`config.mk`:
```
export PLATFORM = sky130hd
export DESIGN_NAME = debug_serial_tx
export DESIGN_NICKNAME = d
export VERILOG_FILES = /design/src/rtl/debug_serial_tx.sv
export SDC_FILE = /design/constraint.sdc
export NUM_CORES = 1
export LEC_CHECK = 0
export ABC_AREA = 1
export CORE_MARGIN = 2
export CORE_UTILIZATION = 60
export DETAILED_ROUTE_END_ITERATION = 16
export PLACE_DENSITY = 0.94
export SLEW_MARGIN = 40
export SYNTH_ARGS = -nofsm -noshare
export SYNTH_HDL_FRONTEND = slang
export SYNTH_SLANG_ARGS = --single-unit
export TNS_END_PERCENT = 10
```
`constraint.sdc`:
```
create_clock -name clk -period 5.05 [get_ports clk]
set_input_delay 0.7575 -clock clk [delete_from_list [all_inputs] [get_ports clk]]
set_output_delay 0.7575 -clock clk [all_outputs]
set_load 0.01 [all_outputs]
```
`src/rtl/debug_serial_tx.sv`:
```
// debug_serial_tx: sends a 9-byte UART frame (sync, seven debug bytes,
// checksum) holding a snapshot of the CPU debug ports.
module debug_serial_tx #(
  parameter int          CLKS_PER_BIT = 434,
  parameter logic [7:0]  SYNC_BYTE    = 8'hA5
) (
  input  logic       clk,
  input  logic       reset,
  input  logic       trigger,
  input  logic [7:0] debug_port1,
  input  logic [7:0] debug_port2,
  input  logic [7:0] debug_port3,
  input  logic [7:0] debug_port4,
  input  logic [7:0] debug_port5,
  input  logic [7:0] debug_port6,
  input  logic [7:0] debug_port7,
  output logic       tx,
  output logic       busy,
  output logic       frame_done
);

  localparam int CW = (CLKS_PER_BIT > 2) ? $clog2(CLKS_PER_BIT) : 1;
  localparam logic [CW-1:0] BAUD_MAX = CW'(CLKS_PER_BIT - 1);

  typedef enum logic [1:0] {IDLE, START, DATA, STOP} state_t;

  state_t          state, state_d;
  logic [CW-1:0]   baud, baud_d;
  logic [2:0]      bit_idx, bit_d;
  logic [3:0]      byte_idx, byte_d;
  logic [6:0][7:0] snap;
  logic [7:0]      csum, port_sum, cur_byte;
  logic            pending, launch, baud_last;
  logic            tx_d, busy_d, done_d;

  assign baud_last = (baud == BAUD_MAX);
  assign launch    = (state == IDLE) && (trigger || pending);
  assign port_sum  = debug_port1 + debug_port2 + debug_port3
                   + debug_port4 + debug_port5 + debug_port6
                   + debug_port7;

  always_ff @(posedge clk or posedge reset) begin
    if (reset) begin
      state      <= IDLE;
      baud       <= '0;
      bit_idx    <= '0;
      byte_idx   <= '0;
      tx         <= 1'b1;
      busy       <= 1'b0;
      frame_done <= 1'b0;
    end else begin
      state      <= state_d;
      baud       <= baud_d;
      bit_idx    <= bit_d;
      byte_idx   <= byte_d;
      tx         <= tx_d;
      busy       <= busy_d;
      frame_done <= done_d;
    end
  end

  // Snapshot and checksum are frozen for the whole frame
  always_ff @(posedge clk or posedge reset) begin
    if (reset) begin
      snap    <= '0;
      csum    <= '0;
      pending <= 1'b0;
    end else if (launch) begin
      snap    <= {debug_port7, debug_port6, debug_port5,
                  debug_port4, debug_port3, debug_port2,
                  debug_port1};
      csum    <= port_sum;
      pending <= 1'b0;
    end else if (trigger) begin
      pending <= 1'b1;
    end
  end

  always_comb begin
    state_d = state;
    bit_d   = bit_idx;
    byte_d  = byte_idx;
    baud_d  = baud_last ? '0 : baud + 1'b1;
    unique case (state)
      IDLE: begin
        baud_d = '0;
        if (launch) begin
          state_d = START;
          bit_d   = '0;
          byte_d  = '0;
        end
      end
      START: begin
        if (baud_last) begin
          state_d = DATA;
          bit_d   = '0;
        end
      end
      DATA: begin
        if (baud_last) begin
          bit_d = bit_idx + 1'b1;
          if (bit_idx == 3'd7) state_d = STOP;
        end
      end
      STOP: begin
        if (baud_last) begin
          if (byte_idx == 4'd8) begin
            state_d = IDLE;
          end else begin
            state_d = START;
            byte_d  = byte_idx + 1'b1;
          end
        end
      end
      default: state_d = IDLE;
    endcase
  end

  // Outputs are computed from the next state and registered
  always_comb begin
    cur_byte = SYNC_BYTE;
    unique case (byte_d)
      4'd1:    cur_byte = snap[0];
      4'd2:    cur_byte = snap[1];
      4'd3:    cur_byte = snap[2];
      4'd4:    cur_byte = snap[3];
      4'd5:    cur_byte = snap[4];
      4'd6:    cur_byte = snap[5];
      4'd7:    cur_byte = snap[6];
      4'd8:    cur_byte = csum;
      default: cur_byte = SYNC_BYTE;
    endcase
    tx_d = 1'b1;
    unique case (state_d)
      START:   tx_d = 1'b0;
      DATA:    tx_d = cur_byte[bit_d];
      default: tx_d = 1'b1;
    endcase
    busy_d = (state_d != IDLE);
    done_d = (state == STOP) && baud_last && (byte_idx == 4'd8);
  end

endmodule

```
After elaboration in Yosys (flattened, before gate mapping):

Index checks and enable logic that the tools add are counted.

* output and inout bits: 3
* register bits after elaboration: 86

* $add $sub $neg: 9
* mux-type cells: 23
* reduce and logical (&&, ||, !) cells: 7
* equality and inequality tests: 16
* $lt $le $gt $ge: 1

Operators with widths (count)
* $pmux W8 S8: 1
* $add A8 B8 Y8: 6
* $mux W9: 2
* $eq A4 B3 Y1 const B: 4
* $mux W4: 3
* $mux W2: 5
* $add A9 B1 Y9 const B: 1
* $eq A9 B9 Y1 const B: 1
* $mux W3: 3
* $pmux W3 S3: 1
* $eq A4 B2 Y1 const B: 2
* $eq A4 B4 Y1 const B: 2
* $pmux W2 S4: 1
* $pmux W4 S2: 1
* $eq A2 B2 Y1 const B: 3
* $add A4 B1 Y4 const B: 1
* $eq A2 B1 Y1 const B: 2
* $eq A4 B1 Y1 const B: 1
* $lt A3 B4 Y1 const B: 1
* $mux W1: 4
* $reduce_bool A2 Y1: 2
* $add A3 B1 Y3 const B: 1
* $bmux W1 S3: 1
* $eq A3 B3 Y1 const B: 1
* 4 further kinds: 6

Logic depth before layout (Yosys ltp):

Gate-level depths: netlist of the first run.

* depth in word-level cells: 9
* gate-level depth with buffers: 23
* gate-level depth less buffers: 22

Worst setup path before layout of the first run:

OpenSTA, ideal clock, no wires.

* path kind: input port to flip-flop
* start: input debug_port1[2]
* end: register csum[7]
* path buffers: 0
* slack: 682 ps
* arrival time: 4286 ps
* required time: 4968 ps
* cell stages on the path: 16
* path through: inv_1 fa_1 inv_1 fa_1 fa_1 inv_1 fa_1 inv_1 fa_1 inv_1 o31ai_1 and2_1 nor2_1 nor2_1 or3_1 a31oi_1

* word-level cells in the longest chain between the ends: 6

RTL lines
* start: declaration: RTL line 10 `input logic [7:0] debug_port1,`
* $add A8 B8 Y8 (2 in series): RTL line 38 `assign port_sum = debug_port1 + debug_port2 + debug_port3`
* $add A8 B8 Y8 (3 in series): RTL line 39 `+ debug_port4 + debug_port5 + debug_port6`
* $add A8 B8 Y8: RTL line 40 `+ debug_port7;`
* end signal: assignment: RTL line 72 `csum <= port_sum;`
* end: declaration: RTL line 32 `logic [7:0] csum, port_sum, cur_byte;`

No other way between the ends.
A chain may end at the register's enable or synchronous reset.

Final worst setup path of the first run:

Same ends and word-level chain as after synthesis.

==> flow_metrics.env, run 1 <==
export IMPL_result_of_the_run="completed"
export IMPL_post_route_min_period_ns=4.88
export IMPL_asyncSetResetFlopFracSynth_pct=100
export IMPL_design_area_um2=6710
export IMPL_cts_tree="done"
export IMPL_wl_per_cell_um=15.4
export IMPL_antennaDiodeCount=0
export IMPL_clock_insertion_delay_worst_skew_ns=0.37
export IMPL_ys_flop_type="dfrtp_1"
export IMPL_cp_required_ns=5.32
export IMPL_multi_input_area_um2=3110
export IMPL_track_usage_pct=29.3
export IMPL_share_of_layout_cells_above_drive_strength_1_pct=8.09
export IMPL_vdd_drop_max_v=0.000166
export IMPL_cts_root_buffer_cell="clkbuf_8"
export IMPL_ys_top_cells_by_area="dfrtp_1 37%, nand2_1 15%, fa_1 11%, inv_1 6.4%, nand3_1 5.0%"
export IMPL_synth_compound_gate_area_share_pct=5.33
export IMPL_syn_mean_instance_area_um2=8.03
export IMPL_rsz0062_at_grt="false"
export IMPL_design_die_area_um2=10400
export IMPL_antenna_found_initial=0
export IMPL_dp_final_hpwl_mm=10.4
export IMPL_combinational_family_with_the_most_area_after_synthesis="simple AND/OR/NAND/NOR gates"
export IMPL_clkSinkCount=86
export IMPL_quantity_of_hold_fixing_buffers_added_after_cts=0
export IMPL_place_area_um2=6460
export IMPL_p_total_w=0.00206
export IMPL_class_of_the_worst_hold_path="reg -> reg"
export IMPL_setup_violations_final=0
export IMPL_hold_fails_final_rpt=0
export IMPL_netlist_instances=719
export IMPL_critical_path_endpoint_type="register"
export IMPL_crit_arrival_ns=5.15
export IMPL_overflow=0
export IMPL_synth_cell_type_count=39
export IMPL_syn_cell_area_um2=5780
export IMPL_finish_utilization_pct=72.3
export IMPL_core_area_um2=9280
export IMPL_remaining_drc_errors=0
export IMPL_grt_start_max_net_pins=72
export IMPL_seqCellArea_um2=2150
export IMPL_detailedRoute_firstIterationViolations=394
export IMPL_detail_route_wirelength_mm=14.0
export IMPL_fillCellCount=683
export IMPL_worst_pin_slew_ns=0.695
export IMPL_critPathLaunchType="input port"
export IMPL_timing_critical_path_fanout_max=2
export IMPL_drt_vias_per_instance=5.57
export IMPL_netlist_top_cell_by_area="dfrtp_1"
export IMPL_final_setup_skew_ns=0.00970
export IMPL_die_h_um=102
export IMPL_final_period_utilization_pct=96.6
export IMPL_slew_headroom_pct=53.6
export IMPL_die_w_um=102
export IMPL_netlist_area_leader_share_pct=36.8
export IMPL_clockBufferDepth=2
export IMPL_power_density_nw_per_um2=306
export IMPL_post_synth_xor_area_fraction_pct=1.97
export IMPL_postCtsResizedCells=0
export IMPL_worst_setup_hold_path_clk_slew_ns=0.08
export IMPL_areaGrowthSynthToFinish_pct=16.2
export IMPL_fin_cells=908
export IMPL_crit_type="in -> reg"
export IMPL_vias=5055
export IMPL_synthesis_yosys_warnings=0
export IMPL_port_buffers=61
export IMPL_post_cts_repair_setup_buffers=0
export IMPL_wire_length_of_the_first_global_routing_pass_mm=23.6
export IMPL_drtAntennaViolNets=0
export IMPL_numPlacedInstances=892
export IMPL_postSynthNetCount=832
export IMPL_drt_pass1_iter_count=5
export IMPL_max_clock_freq_mhz=205
export IMPL_final_max_slew_viol_count=0
export IMPL_first_global_vias=5173
export IMPL_yosys_mux_area_fraction_pct=0
export IMPL_cts_buffers=9
export IMPL_initial_core_util_pct=62.2
export IMPL_synth_ff_latch_count=86
export IMPL_htree_levels=3
export IMPL_yosysSeqAreaShare_pct=37.3
export IMPL_synth_fa_ha_area_share_pct=15.9
export IMPL_p_leak_nw=3.52
export IMPL_io_pin_count=62
export IMPL_globalplace_congestion=0.933
export IMPL_layout_nets=887
export IMPL_num_rows=35
export IMPL_cap_viol_max_count=0
export IMPL_number_of_synthesized_flops_with_an_enable_pin=0
export IMPL_synth_simple_gate_area_share_pct=30.7
[registers in the layout, summed over array words and instances, names as in the netlist]
signal / count
baud: 9
bit_idx: 3
busy: 1
byte_idx: 4
csum: 8
frame_done: 1
pending: 1
snap: 56
state: 2
tx: 1
[where the power goes]
group	switching, W	internal (W)	leakage, nW	total, W
registers	0.0000271	0.000736	1.07	0.000763
clock network	0.000258	0.000343	0.120	0.000601
logic	0.000399	0.000292	2.33	0.000692
total	0.000684	0.00137	3.52	0.00206
[layout make-up]
type / count / area share, %
well taps: 129 / 2.40
multi-input cells: 507 / 46.4
inverters: 106 / 6.02
flip-flops and latches: 86 / 32.1
clock buffers: 11 / 2.11
repair buffers: 64 / 9.43
clock inverters: 5 / 1.58
[metal layers]
layer	routed length, um	vias to the layer above	track usage (%)	share of wire (%)
met5	0	-	0	0
met4	625	0	17.3	4.5
met3	941	48	4.04	6.7
met2	7220	234	50.5	52
met1	5200	2441	35.1	37
li1	-	2332	-	-
[layout by cell type, fill, tap and decap left out, types with 2 or more instances in the layout]
master and count:
ha_1 22, nand2_2 6, inv_4 2, nand4_1 9, fa_1 32, o31ai_1 3, nor3_1 9, nand3_1 58
dfrtp_1 85, inv_1 96, nand2_4 5, clkbuf_8 10, xor2_1 6, clkdlybuf4s50_1 61, bufinv_16 3, inv_2 7
xnor2_1 7, nor2_4 7, buf_4 3, nand2_8 2, nor2_2 4, a21oi_1 11, nor2_1 41, nand3_2 4
o21ai_0 36, or2_2 2, a22oi_1 3, nand2_1 230
[critical path, cell delays in order]
cell and delay [ns]:
clkdlybuf4s50_1 0.46, inv_1 0.07, fa_1 0.54, inv_1 0.06, fa_1 0.51, fa_1 0.56
inv_1 0.06, fa_1 0.51, inv_1 0.08, fa_1 0.47, inv_1 0.11, o31ai_1 0.09
and2_1 0.16, nor2_1 0.10, nor2_1 0.08, or3_1 0.35, a31oi_1 0.19
[cell usage after synthesis, types with 2 or more instances]
master and number:
a21oi_1 11, nand2_2 6, nor2_4 7, inv_2 6, inv_4 2, nand2_4 5, a22oi_1 3, dfrtp_1 85
nand2_1 230, nand2_8 2, nor3_1 9, buf_6 3, o21ai_0 36, nor2_1 42, xnor2_1 7, nor2_2 3
or2_2 2, clkbuf_1 13, buf_4 3, nand3_1 58, ha_1 22, fa_1 32, xor2_1 6, inv_1 98
nand4_1 9, o31ai_1 3, nand3_2 4
[logic make-up after synthesis]
kind of cell	count (synthesis)
DFF	86
xor gates and xnor gates	13
buffers and inverters	126
AOI/OAI and AO/OA	56
and+or+nand+nor	384
adders and majority gates	54
[through the flow]
stage / hold slack [ns] / TNS [ns] / setup WS (ns)
6_report: 0.476 / 0 / 0.171
5_1_grt: 0.497 / 0 / 0.0214
4_1_cts: 0.480 / 0 / 0.221
3_5_place_dp: 0.459 / -0.128 / -0.128
3_3_place_gp: 0.455 / 0 / 0.0921
2_1_floorplan: 0.442 / 0 / 0.682
[final timing paths]
kind                       cells past startpoint           start       end  slack, ns
min in group asynchronous                      2           reset  snap[23]       0.79
hold reg to reg                                2        snap[40]  snap[40]       0.48
setup / recovery                              17  debug_port1[2]   csum[7]       0.17
hold / removal                                 2        snap[40]  snap[40]       0.48
setup reg to reg                              17        state[0]        tx       1.95
max in group asynchronous                      3           reset  snap[48]       3.23
Note: power is estimated with default switching activity, not from simulation.
==> run 2, diff against run 1 <==
--- a/config.mk
+++ b/config.mk
@@ -8,8 +8,10 @@
 export ABC_AREA = 1
 export CORE_MARGIN = 2
 export CORE_UTILIZATION = 60
+export CTS_CLUSTER_SIZE = 20
 export DETAILED_ROUTE_END_ITERATION = 16
-export PLACE_DENSITY = 0.94
+export DONT_BUFFER_PORTS = 1
+export PLACE_DENSITY = 0.86
 export SLEW_MARGIN = 40
 export SYNTH_ARGS = -nofsm -noshare
 export SYNTH_HDL_FRONTEND = slang
==> flow_metrics.env, run 2 (synthesis results as in run 1) <==
export IMPL_post_route_min_period_ns=4.19
export IMPL_crit_slowest_cell="fa_1"
export IMPL_dp_final_hpwl_mm=9.85
export IMPL_port_buffers=0
export IMPL_drt_vias_per_instance=5.56
export IMPL_most_common_layout_cells="230 x nand2_1, 96 x inv_1, 85 x dfrtp_1"
export IMPL_largest_register="snap"
export IMPL_cts_tree="done"
export IMPL_clock_insertion_delay_worst_skew_ns=0.37
export IMPL_htree_levels=3
export IMPL_critPathMaxStageDelay_ns=0.54
export IMPL_clockBufferDepth=2
export IMPL_cp_required_ns=5.34
export IMPL_num_rows=35
export IMPL_fin_cells=847
export IMPL_worst_setup_hold_path_clk_slew_ns=0.09
export IMPL_initial_core_util_pct=62.2
export IMPL_layout_cells_most_common="nand2_1"
export IMPL_die_h_um=102
export IMPL_critical_path_n_buffers_inverters=5
export IMPL_share_of_layout_cells_above_drive_strength_1_pct=8.77
export IMPL_antenna_found_initial=0
export IMPL_detailedRoute_firstIterationViolations=325
export IMPL_slew_headroom_pct=50.9
export IMPL_first_global_vias=4773
export IMPL_critPathLaunchType="input port"
export IMPL_worstSetupPathDepth=16
export IMPL_post_cts_repair_setup_buffers=0
export IMPL_result_of_the_run="completed"
export IMPL_drt_pass1_iter_count=5
export IMPL_setup_violations_final=0
export IMPL_wire_length_of_the_first_global_routing_pass_mm=22.5
export IMPL_max_clock_freq_mhz=239
export IMPL_critical_path_endpoint_type="register"
export IMPL_die_w_um=102
export IMPL_track_usage_pct=28.2
export IMPL_design_die_area_um2=10400
export IMPL_cap_viol_max_count=0
export IMPL_clkSinkCount=86
export IMPL_crit_type="in -> reg"
export IMPL_reg_largest_list="snap: 56 flops, baud: 9 flops, csum: 8 flops"
export IMPL_crit_arrival_ns=4.48
export IMPL_numPlacedInstances=831
export IMPL_fillCellCount=755
export IMPL_drtAntennaViolNets=0
export IMPL_seqCellArea_um2=2150
export IMPL_cts_buffers=9
export IMPL_layout_nets=826
export IMPL_vias=4709
export IMPL_multi_input_area_um2=3110
export IMPL_reg2reg_depth=9
export IMPL_final_setup_skew_ns=0.00887
export IMPL_vdd_drop_max_v=0.000227
export IMPL_detail_route_wirelength_mm=13.4
export IMPL_remaining_drc_errors=0
export IMPL_worst_pin_slew_ns=0.735
export IMPL_core_area_um2=9280
export IMPL_grt_start_max_net_pins=54
export IMPL_wl_per_cell_um=15.9
export IMPL_rsz0062_at_grt="false"
export IMPL_overflow=0
export IMPL_final_max_slew_viol_count=0
export IMPL_hold_fails_final_rpt=0
export IMPL_largest_register_ffs=56
export IMPL_cts_root_buffer_cell="clkbuf_8"
export IMPL_final_period_utilization_pct=83.0
export IMPL_areaGrowthSynthToFinish_pct=4.83
export IMPL_power_density_nw_per_um2=307
export IMPL_tns_ns=0
export IMPL_p_total_w=0.00186
export IMPL_quantity_of_hold_fixing_buffers_added_after_cts=0
export IMPL_antennaDiodeCount=0
export IMPL_globalplace_congestion=0.880
export IMPL_io_pin_count=62
export IMPL_crit_family="adder cells"
export IMPL_postCtsResizedCells=0
export IMPL_class_of_the_worst_hold_path="in -> async"
export IMPL_timing_critical_path_fanout_max=2
export IMPL_cp_cell_sequence="inv_1, fa_1, inv_1, fa_1, fa_1, inv_1, fa_1, inv_1, fa_1, inv_1, o31ai_1, and2_1, nor2_1, nor2_1, or3_1, a31oi_1"
export IMPL_p_leak_nw=3.26
==> run 2: changes by cell type in the layout (fill, tap and decap cells not counted) <==
cell             previous run  this run
clkinvlp_4                  1         2
clkinv_2                    1         3
clkdlybuf4s50_1            61         0
inv_2                       7         6
bufinv_16                   3         1
==> run 2: area by class of cell <==
cell class,instances,area share [%]
Clock inverter,5,0.971
Sequential cell,86,35.6
Timing Repair Buffer,3,0.372
Tap cell,129,2.67
Multi-Input combinational cell,507,51.4
Inverter,106,6.69
Clock buffer,11,2.33
==> run 2: metrics by stage <==
| step | hold slack [ns] | util, % | setup WS [ns] | instance area (um^2) |
|---|---|---|---|---|
| 6_report | 0.350 | 65.2 | 0.858 | 6060 |
| 5_1_grt | 0.405 | 65.2 | 0.674 | 6060 |
| 4_1_cts | 0.373 | 65.2 | 0.863 | 6050 |
| 3_5_place_dp | 0.464 | 63.1 | 0.476 | 5850 |
| 3_3_place_gp | 0.454 | 63.1 | 0.566 | 5850 |
| 2_1_floorplan | 0.442 | - | 0.682 | 5780 |
==> run 2: report_power, final <==
group          total (W)  internal [W]  switching, W
Combinational   0.000591      0.000245      0.000347
Clock           0.000505      0.000243      0.000263
Sequential      0.000762      0.000736     0.0000266
==> run 2: worst paths after layout <==
| path | from | endpoint | slack (ns) |
|---|---|---|---|
| worst min-delay path | reset | snap[31] | 0.35 |
| max in group asynchronous | reset | snap[2] | 3.67 |
| worst max register to register | state[0] | snap[17] | 1.94 |
| min in group clk | snap[55] | snap[55] | 0.48 |
| worst min register to register | snap[55] | snap[55] | 0.48 |
| worst max-delay path | debug_port1[2] | csum[7] | 0.86 |
==> run 2: layer usage <==
layer	wire length, um	vias to the layer above	global-route usage (%)
li1	-	2213	-
met1	5280	2298	34.8
met2	7050	163	49.0
met3	763	35	5.95
met4	348	0	10.4
met5	0	-	0
==> run 3, diff against run 2 <==
--- a/config.mk
+++ b/config.mk
@@ -7,7 +7,7 @@
 export LEC_CHECK = 0
 export ABC_AREA = 1
 export CORE_MARGIN = 2
-export CORE_UTILIZATION = 60
+export CORE_UTILIZATION = 58
 export CTS_CLUSTER_SIZE = 20
 export DETAILED_ROUTE_END_ITERATION = 16
 export DONT_BUFFER_PORTS = 1
==> constraint.sdc (replaced) <==
create_clock -name clk -period 3.6 [get_ports clk]
set_input_delay 0.54 -clock clk [delete_from_list [all_inputs] [get_ports clk]]
set_output_delay 0.54 -clock clk [all_outputs]
set_load 0.01 [all_outputs]
==> flow_metrics.env, run 3 (synthesis results as in run 1) <==
export IMPL_result_of_the_run="finished, violations left"
export IMPL_failed_checks="setup timing"
export IMPL_port_buffers=0
export IMPL_quantity_of_hold_fixing_buffers_added_after_cts=0
export IMPL_largest_register="snap"
export IMPL_finish_utilization_pct=63.9
export IMPL_design_die_area_um2=10800
export IMPL_largest_register_ffs=56
export IMPL_htree_levels=3
export IMPL_final_period_utilization_pct=103
export IMPL_wire_length_of_the_first_global_routing_pass_mm=22.5
export IMPL_final_setup_skew_ns=0.0147
export IMPL_first_global_vias=4807
export IMPL_reg_largest_list="snap: 56 flops, baud: 9 flops, csum: 8 flops"
export IMPL_grt_start_max_net_pins=49
export IMPL_crit_type="in -> reg"
export IMPL_wl_per_cell_um=15.5
export IMPL_cts_buffers=9
export IMPL_design_area_um2=6210
export IMPL_vias=4646
export IMPL_drtAntennaViolNets=0
export IMPL_timing_critical_path_fanout_max=3
export IMPL_class_of_the_worst_hold_path="in -> async"
export IMPL_critPathMostFrequentCell="fa_1"
export IMPL_vdd_drop_max_v=0.000244
export IMPL_grt_met2_usage_pct=45.9
export IMPL_setup_violations_final=1
export IMPL_power_density_nw_per_um2=477
export IMPL_slew_headroom_pct=53.5
export IMPL_worst_slack_ns=-0.122
export IMPL_critical_path_endpoint_type="register"
export IMPL_die_h_um=104
export IMPL_cts_tree="done"
export IMPL_reg2reg_from="state[0]"
export IMPL_rsz0062_at_grt="true"
export IMPL_hold_slack_ns=0.0980
export IMPL_track_usage_pct=26.3
export IMPL_drt_pass1_iter_count=5
export IMPL_cp_cell_sequence="fa_1, inv_1, fa_1, fa_1, inv_2, fa_1, ha_4, a21oi_2, o31ai_2, and2_1, nor2_1, nor2_1, or3_1, a31oi_1"
export IMPL_detail_route_wirelength_mm=13.3
export IMPL_antennaDiodeCount=0
export IMPL_cap_viol_max_count=0
export IMPL_worst_r2r_endpoint="tx"
export IMPL_drt_vias_per_instance=5.39
export IMPL_core_area_um2=9730
export IMPL_setup_worst_path_start="debug_port4[4]"
export IMPL_layout_cells_most_common="nand2_1"
export IMPL_fillCellCount=823
export IMPL_layout_nets=837
export IMPL_place_area_um2=5980
export IMPL_most_common_layout_cells="230 x nand2_1, 90 x inv_1, 85 x dfrtp_1"
export IMPL_worst_pin_slew_ns=0.696
export IMPL_critPathLaunchType="input port"
export IMPL_grt_most_used_layer="met2"
export IMPL_io_pin_count=62
export IMPL_num_rows=36
export IMPL_antenna_found_initial=0
export IMPL_dp_final_hpwl_mm=10.0
export IMPL_remaining_drc_errors=0
export IMPL_clkSinkCount=86
export IMPL_worst_setup_hold_path_clk_slew_ns=0.09
export IMPL_globalplace_congestion=0.934
export IMPL_groute_layer_met1_usage_pct=31.5
export IMPL_hold_fails_final_rpt=0
export IMPL_cp_required_ns=3.91
export IMPL_crit_arrival_ns=4.03
export IMPL_reg2reg_depth=19
export IMPL_detailedRoute_firstIterationViolations=312
export IMPL_grtUsageMet3_pct=5.54
export IMPL_areaGrowthSynthToFinish_pct=7.56
export IMPL_reg_to_reg_slack_setup_ns=0.64
export IMPL_critPathMaxStageDelay_ns=0.58
export IMPL_clock_insertion_delay_worst_skew_ns=0.38
export IMPL_post_route_min_period_ns=3.72
export IMPL_p_leak_nw=3.31
export IMPL_share_of_layout_cells_above_drive_strength_1_pct=11.8
export IMPL_die_w_um=104
export IMPL_clockBufferDepth=2
export IMPL_cts_root_buffer_cell="clkbuf_8"
export IMPL_max_clock_freq_mhz=269
export IMPL_final_max_slew_viol_count=0
export IMPL_crit_slowest_cell="fa_1"
export IMPL_initial_core_util_pct=59.4
export IMPL_overflow=0
## run 3: area by class of cell
class | instances | area, um^2 | share of cell area (%)
Clock buffer | 11 | 131 | 2.11
Clock inverter | 5 | 83.8 | 1.35
Inverter | 106 | 413 | 6.65
Multi-Input combinational cell | 507 | 3160 | 50.9
Sequential cell | 86 | 2150 | 34.7
Tap cell | 133 | 166 | 2.68
Timing Repair Buffer | 14 | 105 | 1.69
## run 3: worst max-delay path: cells and delay by family
kind	cells	cell delay, ns
compound gates	3	0.37
fa+ha+maj	5	2.37
simple gates	4	0.66
buf+inv	2	0.10
## run 3: how the worst max path moves through the flow
stage | cells past startpoint | slack [ns] | end
6_report | 14 | -0.12 | csum[7]
5_1_grt | 16 | -0.30 | csum[7]
4_1_cts | 14 | -0.06 | csum[7]
3_5_place_dp | 14 | -0.53 | csum[7]
3_3_place_gp | 16 | -0.46 | csum[7]
2_1_floorplan | 16 | -0.36 | csum[7]
## run 3: power by group
| group | total [W] | switching (W) | internal, W | leakage (nW) |
|---|---|---|---|---|
| Clock | 0.000768 | 0.000376 | 0.000393 | 0.0998 |
| Sequential | 0.00107 | 0.0000351 | 0.00103 | 1.07 |
| Combinational | 0.00113 | 0.000579 | 0.000548 | 2.15 |
## run 3: stage by stage
| stage | worst slack, ns | power (W) | cells | TNS (ns) |
|---|---|---|---|---|
| global placement | -0.460 | 0.00207 | 844 | -1.33 |
| CTS | -0.0574 | 0.00293 | 861 | -0.112 |
| global route | -0.299 | 0.00317 | 862 | -0.678 |
| detailed placement | -0.533 | 0.00215 | 844 | -1.49 |
| floorplan | -0.363 | 0.00181 | 719 | -0.594 |
| finish | -0.122 | 0.00296 | 862 | -0.122 |
## run 3: layer usage
metal,vias to the layer above,share of wire [%]
met4,0,3.1
met2,134,52
met5,-,0
li1,2229,-
met1,2246,40
met3,37,5.3
## run 3: timing repair
action,4_1_cts,5_1_grt
cloned,0,0
endpoints found under the setup margin,2,4
setup buffers,1,1
resized for setup,1,3
pin swaps,7,2
